File: src/rtl/dff_debounce.sv
// Glitch filter for the dff3 flop output: accepts a new level only after it has held
// for STABLE_CYCLES consecutive samples. Produces rise/fall strobes and a wrapping rise counter.
module dff_debounce #(
   parameter int STABLE_CYCLES = 4,
   parameter int CNT_W         = 8
) (
   input  logic             clk,
   input  logic             reset,
   input  logic             din,
   input  logic             cnt_clr,
   output logic             level_o,
   output logic             rise_o,
   output logic             fall_o,
   output logic [CNT_W-1:0] evt_cnt,
   output logic             busy
);

   localparam int STAB_W = (STABLE_CYCLES < 2) ? 1 : $clog2(STABLE_CYCLES + 1);
   // Comparing against N-1 avoids widening stab for the "stab+1 == N" test.
   localparam logic [STAB_W-1:0] STAB_LAST = STAB_W'(STABLE_CYCLES - 1);

   typedef enum logic [1:0] {S_LOW, S_CHK_HI, S_HIGH, S_CHK_LO} state_t;

   state_t            state_q, state_d;
   logic [STAB_W-1:0] stab_q, stab_d;
   logic              level_q, level_d;
   logic              rise_q, rise_d;
   logic              fall_q, fall_d;
   logic [CNT_W-1:0]  cnt_q, cnt_d;

   always_ff @(posedge clk) begin
      if (reset) begin
         state_q <= S_LOW;
         stab_q  <= '0;
         level_q <= 1'b0;
         rise_q  <= 1'b0;
         fall_q  <= 1'b0;
         cnt_q   <= '0;
      end else begin
         state_q <= state_d;
         stab_q  <= stab_d;
         level_q <= level_d;
         rise_q  <= rise_d;
         fall_q  <= fall_d;
         cnt_q   <= cnt_d;
      end
   end

   always_comb begin
      state_d = state_q;
      stab_d  = stab_q;
      level_d = level_q;
      rise_d  = 1'b0;
      fall_d  = 1'b0;
      case (state_q)
         S_LOW: begin
            if (din) begin
               if (STABLE_CYCLES == 1) begin
                  state_d = S_HIGH;
                  level_d = 1'b1;
                  rise_d  = 1'b1;
               end else begin
                  state_d = S_CHK_HI;
                  stab_d  = STAB_W'(1);
               end
            end
         end
         S_CHK_HI: begin
            if (!din) begin
               state_d = S_LOW;
               stab_d  = '0;
            end else if (stab_q == STAB_LAST) begin
               state_d = S_HIGH;
               level_d = 1'b1;
               rise_d  = 1'b1;
               stab_d  = '0;
            end else begin
               stab_d = stab_q + STAB_W'(1);
            end
         end
         S_HIGH: begin
            if (!din) begin
               if (STABLE_CYCLES == 1) begin
                  state_d = S_LOW;
                  level_d = 1'b0;
                  fall_d  = 1'b1;
               end else begin
                  state_d = S_CHK_LO;
                  stab_d  = STAB_W'(1);
               end
            end
         end
         S_CHK_LO: begin
            if (din) begin
               state_d = S_HIGH;
               stab_d  = '0;
            end else if (stab_q == STAB_LAST) begin
               state_d = S_LOW;
               level_d = 1'b0;
               fall_d  = 1'b1;
               stab_d  = '0;
            end else begin
               stab_d = stab_q + STAB_W'(1);
            end
         end
         default: begin
            state_d = S_LOW;
            stab_d  = '0;
         end
      endcase

      // Clear takes precedence over a coincident rising acceptance.
      if (cnt_clr)     cnt_d = '0;
      else if (rise_d) cnt_d = cnt_q + CNT_W'(1);
      else             cnt_d = cnt_q;
   end

   assign level_o = level_q;
   assign rise_o  = rise_q;
   assign fall_o  = fall_q;
   assign evt_cnt = cnt_q;
   assign busy    = (state_q == S_CHK_HI) || (state_q == S_CHK_LO);

endmodule

File: config.mk
export PLATFORM = sky130hd
export DESIGN_NAME = dff_debounce
export DESIGN_NICKNAME = d
export VERILOG_FILES = /design/src/rtl/dff_debounce.sv
export SDC_FILE = /design/constraint.sdc
export NUM_CORES = 1
export LEC_CHECK = 0
export CAP_MARGIN = 5
export CORE_UTILIZATION = 49
export CTS_BUF_LIST = sky130_fd_sc_hd__clkbuf_8 sky130_fd_sc_hd__clkbuf_16
export CTS_CLUSTER_DIAMETER = 100
export DETAILED_ROUTE_END_ITERATION = 12
export PLACE_DENSITY_LB_ADDON = 0.3
export SLEW_MARGIN = 20
export SYNTH_ARGS = -nofsm -noshare
export SYNTH_HDL_FRONTEND = slang
export SYNTH_SLANG_ARGS = --single-unit
File: constraint.sdc
create_clock -name clk -period 1.8 [get_ports clk]
set_clock_uncertainty 0.15 [all_clocks]
set_input_delay 0.36 -clock clk [delete_from_list [all_inputs] [get_ports clk]]
set_output_delay 0.36 -clock clk [all_outputs]
set_load 0.02 [all_outputs]
Word level (Yosys, flattened, before mapping)
Cells that the tools add are included.
{ "op_classes": {"muxes": 21, "magnitude_cmp": 0, "n_bitwise": 1, "n_addsub": 2, "multipliers": 0, "n_reduce_logical": 8, "div": 0, "shift": 0, "n_eq_ne": 12} }
{ "op_table": {"columns": ["operator", "n"], "rows": [
  ["$mux 3", 5],
  ["$mux 2", 6],
  ["$ne 2x2->1 const B", 6],
  ["$pmux 3 s4", 1],
  ["$add 8x1->8 const B", 1],
  ["$pmux 2 s4", 1],
  ["$mux 1", 7],
  ["$ne 3x3->1 const B", 2],
  ["$reduce_and 5->1", 1],
  ["$eq 2x2->1 const B", 2],
  ["$reduce_and 4->1", 1],
  ["$add 3x1->3 const B", 1],
  ["$eq 3x2->1 const B", 1],
  ["$reduce_or 3->1", 1],
  ["$eq 2x1->1 const B", 1],
  ["$logic_not 2->1", 1],
  ["$pmux 1 s2", 1],
  ["$reduce_and 2->1", 1],
  ["$reduce_bool 2->1", 1],
  ["$reduce_or 2->1", 1],
  ["$logic_or 1x1->1", 1],
  ["$not 1->1", 1]
]} }
{ "totals": {"mem_bits_rw": 0, "ff_bits": 16, "wordCells": 50, "in_bits": 4, "latch_bits": 0, "rom_bits": 0, "n_memories": 0} }

Logic depth before layout (Yosys ltp)
{ "logic_depth": {"ltp_word": 4, "depth_mapped": 5, "ltp_nobuf": 4} }

Worst setup path after synthesis
OpenSTA, ideal clock, no wires.
{ "synth_path": {"path_type": "register to register", "startpoint": "register cnt_q[0] (netlist: evt_cnt[0])", "endpoint": "register cnt_q[6] (netlist: evt_cnt[6])", "arrival_ps": 1412, "slack_ps": 168, "path_buffers": 0, "path_stages_with_launch": 5, "path_cell_list": "dfxtp_1 > ha_1 > nand2_1 > or4_1 > a21oi_1"} }
{ "synth_between": {"elab_chain_cells": 1} }
{ "synth_lines": {"columns": ["element", "line_no", "source"], "rows": [
  ["start: declaration", "29", "logic [CNT_W-1:0] cnt_q, cnt_d;"],
  ["start signal: assignment", "45", "cnt_q <= cnt_d;"],
  ["$add 8x1->8", "114", "else if (rise_d) cnt_d = cnt_q + CNT_W'(1);"]
]} }
No other way between the ends.
A chain may end at the register's enable or synchronous reset.

Final worst setup path
{ "layout_path": {"startpoint": "register cnt_q[6] (netlist: evt_cnt[6])", "endpoint": "output port evt_cnt[6]"} }
{ "layout_lines": {"columns": ["element", "line_no", "source"], "rows": [
  ["end: declaration", "14", "output logic [CNT_W-1:0] evt_cnt,"]
]} }
No word-level cell between the ends.

==> impl_metrics.yaml <==
global_route:
  antenna_found_initial: 0
  grt_pass1_wl_mm: 2.54
  grt_pass1_vias: 612
  grt_max_degree: 14
  grt_use_total_pct: 18.6
  grt.overflow.total: 0
yosys:
  synth_area_um2: 797
  synth.net_count: 89
  synth-seq-cells: 16
  ys_seq_area_share_pct: 40.2
  yosys_warnings: 0
  syn_inst: 83
  synth_cell_types: 29
  syn_area_per_cell_um2: 9.60
worst_setup_path:
  cp_slowest_cell: "clkdlybuf4s50_1"
  worstPathMaxFanout: 4
  cp_top_family: "buffers and inverters"
  r2r_slack_ns: 0.09
  path_buf_inv: 1
  max_stage_delay_ns: 0.62
  regToRegStartpoint: "stab_q[0]"
  required_ns: 1.29
  worst_setup_path_start_kind: "flop"
  critPathCaptureType: "output port"
  reg2regPathDepth: 4
  r2r-end: "evt_cnt[5]"
  crit_type: "flop to output port"
  crit_arrival_ns: 1.23
  cp_cell_sequence: "clkdlybuf4s50_1"
cts:
  clk_latency_ns: 0.25
  htree_levels: 1
  cts.reportedPaths.clkPinSlew_ns: 0.07
  cts-root-buf: "clkbuf_8"
  clock_sinks: 16
  cts_tree: "yes"
  clockBufferDepth: 2
  numCtsBuffers: 3
floorplanning:
  dieArea_um2: 1790
  row_count: 14
  core_area_um2: 1510
  initial_utilization_pct: 52.9
  die_h_um: 42.3
  io_pins: 16
  die_w_um: 42.3
placement:
  dpl.hpwl_mm: 1.11
  portBuffers: 15
  placed_area_um2: 937
  globalplace.congestion: 0.708
timing:
  tns_ns: 0
  setup_viol: 0
  period_minus_slack_ns: 1.74
  fmax_mhz: 576
  maxSlewHeadroom_pct: 80.2
  hold_viol: 0
  finalCritPeriodShare_pct: 96.5
  worstMarginPinSlew_ns: 0.297
  finalMaxSlewViolations: 0
layout:
  area_growth_pct: 27.0
  fin_area_um2: 1010
  num_antenna_cells: 0
  layout_commonest_cell: "dfxtp_1"
  mostFrequentLayoutCells: "dfxtp_1 (16), a21oi_1 (12), clkdlybuf4s50_1 (8)"
  layout-drive-gt1-share_pct: 16.0
  fin_nets: 107
detailed_routing:
  viasPerCell: 5.84
  drt_pass1_iterations: 4
  drc_errors: 0
  vias: 677
  first_iter_violations: 11
  routedWlPerCell_um: 13.4
  routed_wl_mm: 1.55
  antenna_left: 0
power:
  power.density_nw_per_um2: 718
  power.leakage_nw: 0.461
  ir_worst_vdd_mv: 0.675
status:
  status: "finished, final reports clean"
worst_hold_path:
  whs_path_depth: 2
  hold-path-endpoint: "evt_cnt[7]"
  hold_class: "flop to flop"
  min_from: "evt_cnt[7]"
run:
  drv_cap: 0
kinds of logic (layout without fill, tap and decap cells):
kind of cell,Yosys count,in the layout,share of synthesized area (%)
buffers and inverters,9,26,8.00
flip-flops,16,16,40.2
AND/OR/NAND/NOR,31,31,29.5
adder cells (fa/ha/maj),2,2,3.14
AO/OA/AOI/OAI,23,23,17.0
XOR/XNOR,2,2,2.20
metrics by stage:
step,util (%),hold slack (ns),setup slack (ns),total power [mW],std cells
floorplan,-,0.294,0.168,0.406,83
global placement,62.2,0.311,-0.207,0.420,110
detailed placement,62.2,0.327,-0.224,0.420,110
CTS,65.5,0.338,0.0272,0.735,114
global route,67.2,0.358,-0.00443,0.758,116
finish,67.2,0.335,0.0630,0.727,116
per-layer routing:
metal / track usage [%] / vias up / wire [um]
met5: 0 / - / 0
met1: 20.1 / 322 / 676
met4: 10.0 / 0 / 17
li1: - / 340 / -
met3: 3.88 / 2 / 47
met2: 33.2 / 13 / 812
worst reg2reg max path, cell delays in order (launching register included):
cell      delay [ns]
dfxtp_1         0.36
ha_2            0.24
nand4b_1        0.22
or4_1           0.52
a21oi_1         0.15
worst max path at each step:
stage	depth (start not counted)	endpoint	from
finish	1	evt_cnt[6]	evt_cnt[6]
detailed placement	4	evt_cnt[5]	din
global route	4	evt_cnt[5]	stab_q[0]
CTS	1	evt_cnt[4]	evt_cnt[4]
floorplan	4	evt_cnt[6]	evt_cnt[0]
global placement	4	evt_cnt[7]	din
flip-flops by register name (all words and copies together), names as in the netlist, named ones only:
signal	cells
evt_cnt	8
fall_o	1
level_o	1
rise_o	1
stab_q	3
state_q	1
timing repair:
item                                    CTS  global route
gates resized for setup                   4             4
hold buffers                              0             0
pin swaps                                 0             1
setup buffers                             0             2
endpoints found under the setup margin    4             5
power breakdown:
part	switching, mW	internal, mW
registers	0.00586	0.359
logic	0.0240	0.0225
clock network	0.122	0.194
synthesized netlist by cell type:
library cell	instances	area, um^2
nand4_1	1	6.26
nand2b_1	2	12.5
buf_6	3	33.8
buf_4	2	15.0
nand4b_1	2	17.5
or2_2	1	6.26
and3b_1	1	8.76
inv_1	1	3.75
o31ai_1	7	52.6
nand4b_4	1	23.8
or4_1	6	45.0
xor2_1	1	8.76
a211oi_1	1	7.51
nor3_1	2	10.0
nand3_1	3	15.0
nand3b_4	1	20.0
dfxtp_1	16	320
a21oi_1	12	60.1
xnor2_1	1	8.76
or3_2	1	7.51
nand2b_4	1	13.8
nand3b_1	2	15.0
nor2_1	1	3.75
nor4b_1	1	8.76
ha_1	2	25.0
clkbuf_1	3	11.3
o21ai_0	3	15.0
nor2b_1	1	6.26
nand2_1	4	15.0
layout make-up:
cell class | count | area (um^2)
inverters | 1 | 3.75
well taps | 16 | 20.0
clock buffers | 4 | 55.1
fillers | 133 | 494
flip-flops and latches | 16 | 320
multi-input cells | 58 | 415
repair buffers | 21 | 198
Power figures use the tool's default switching activity.
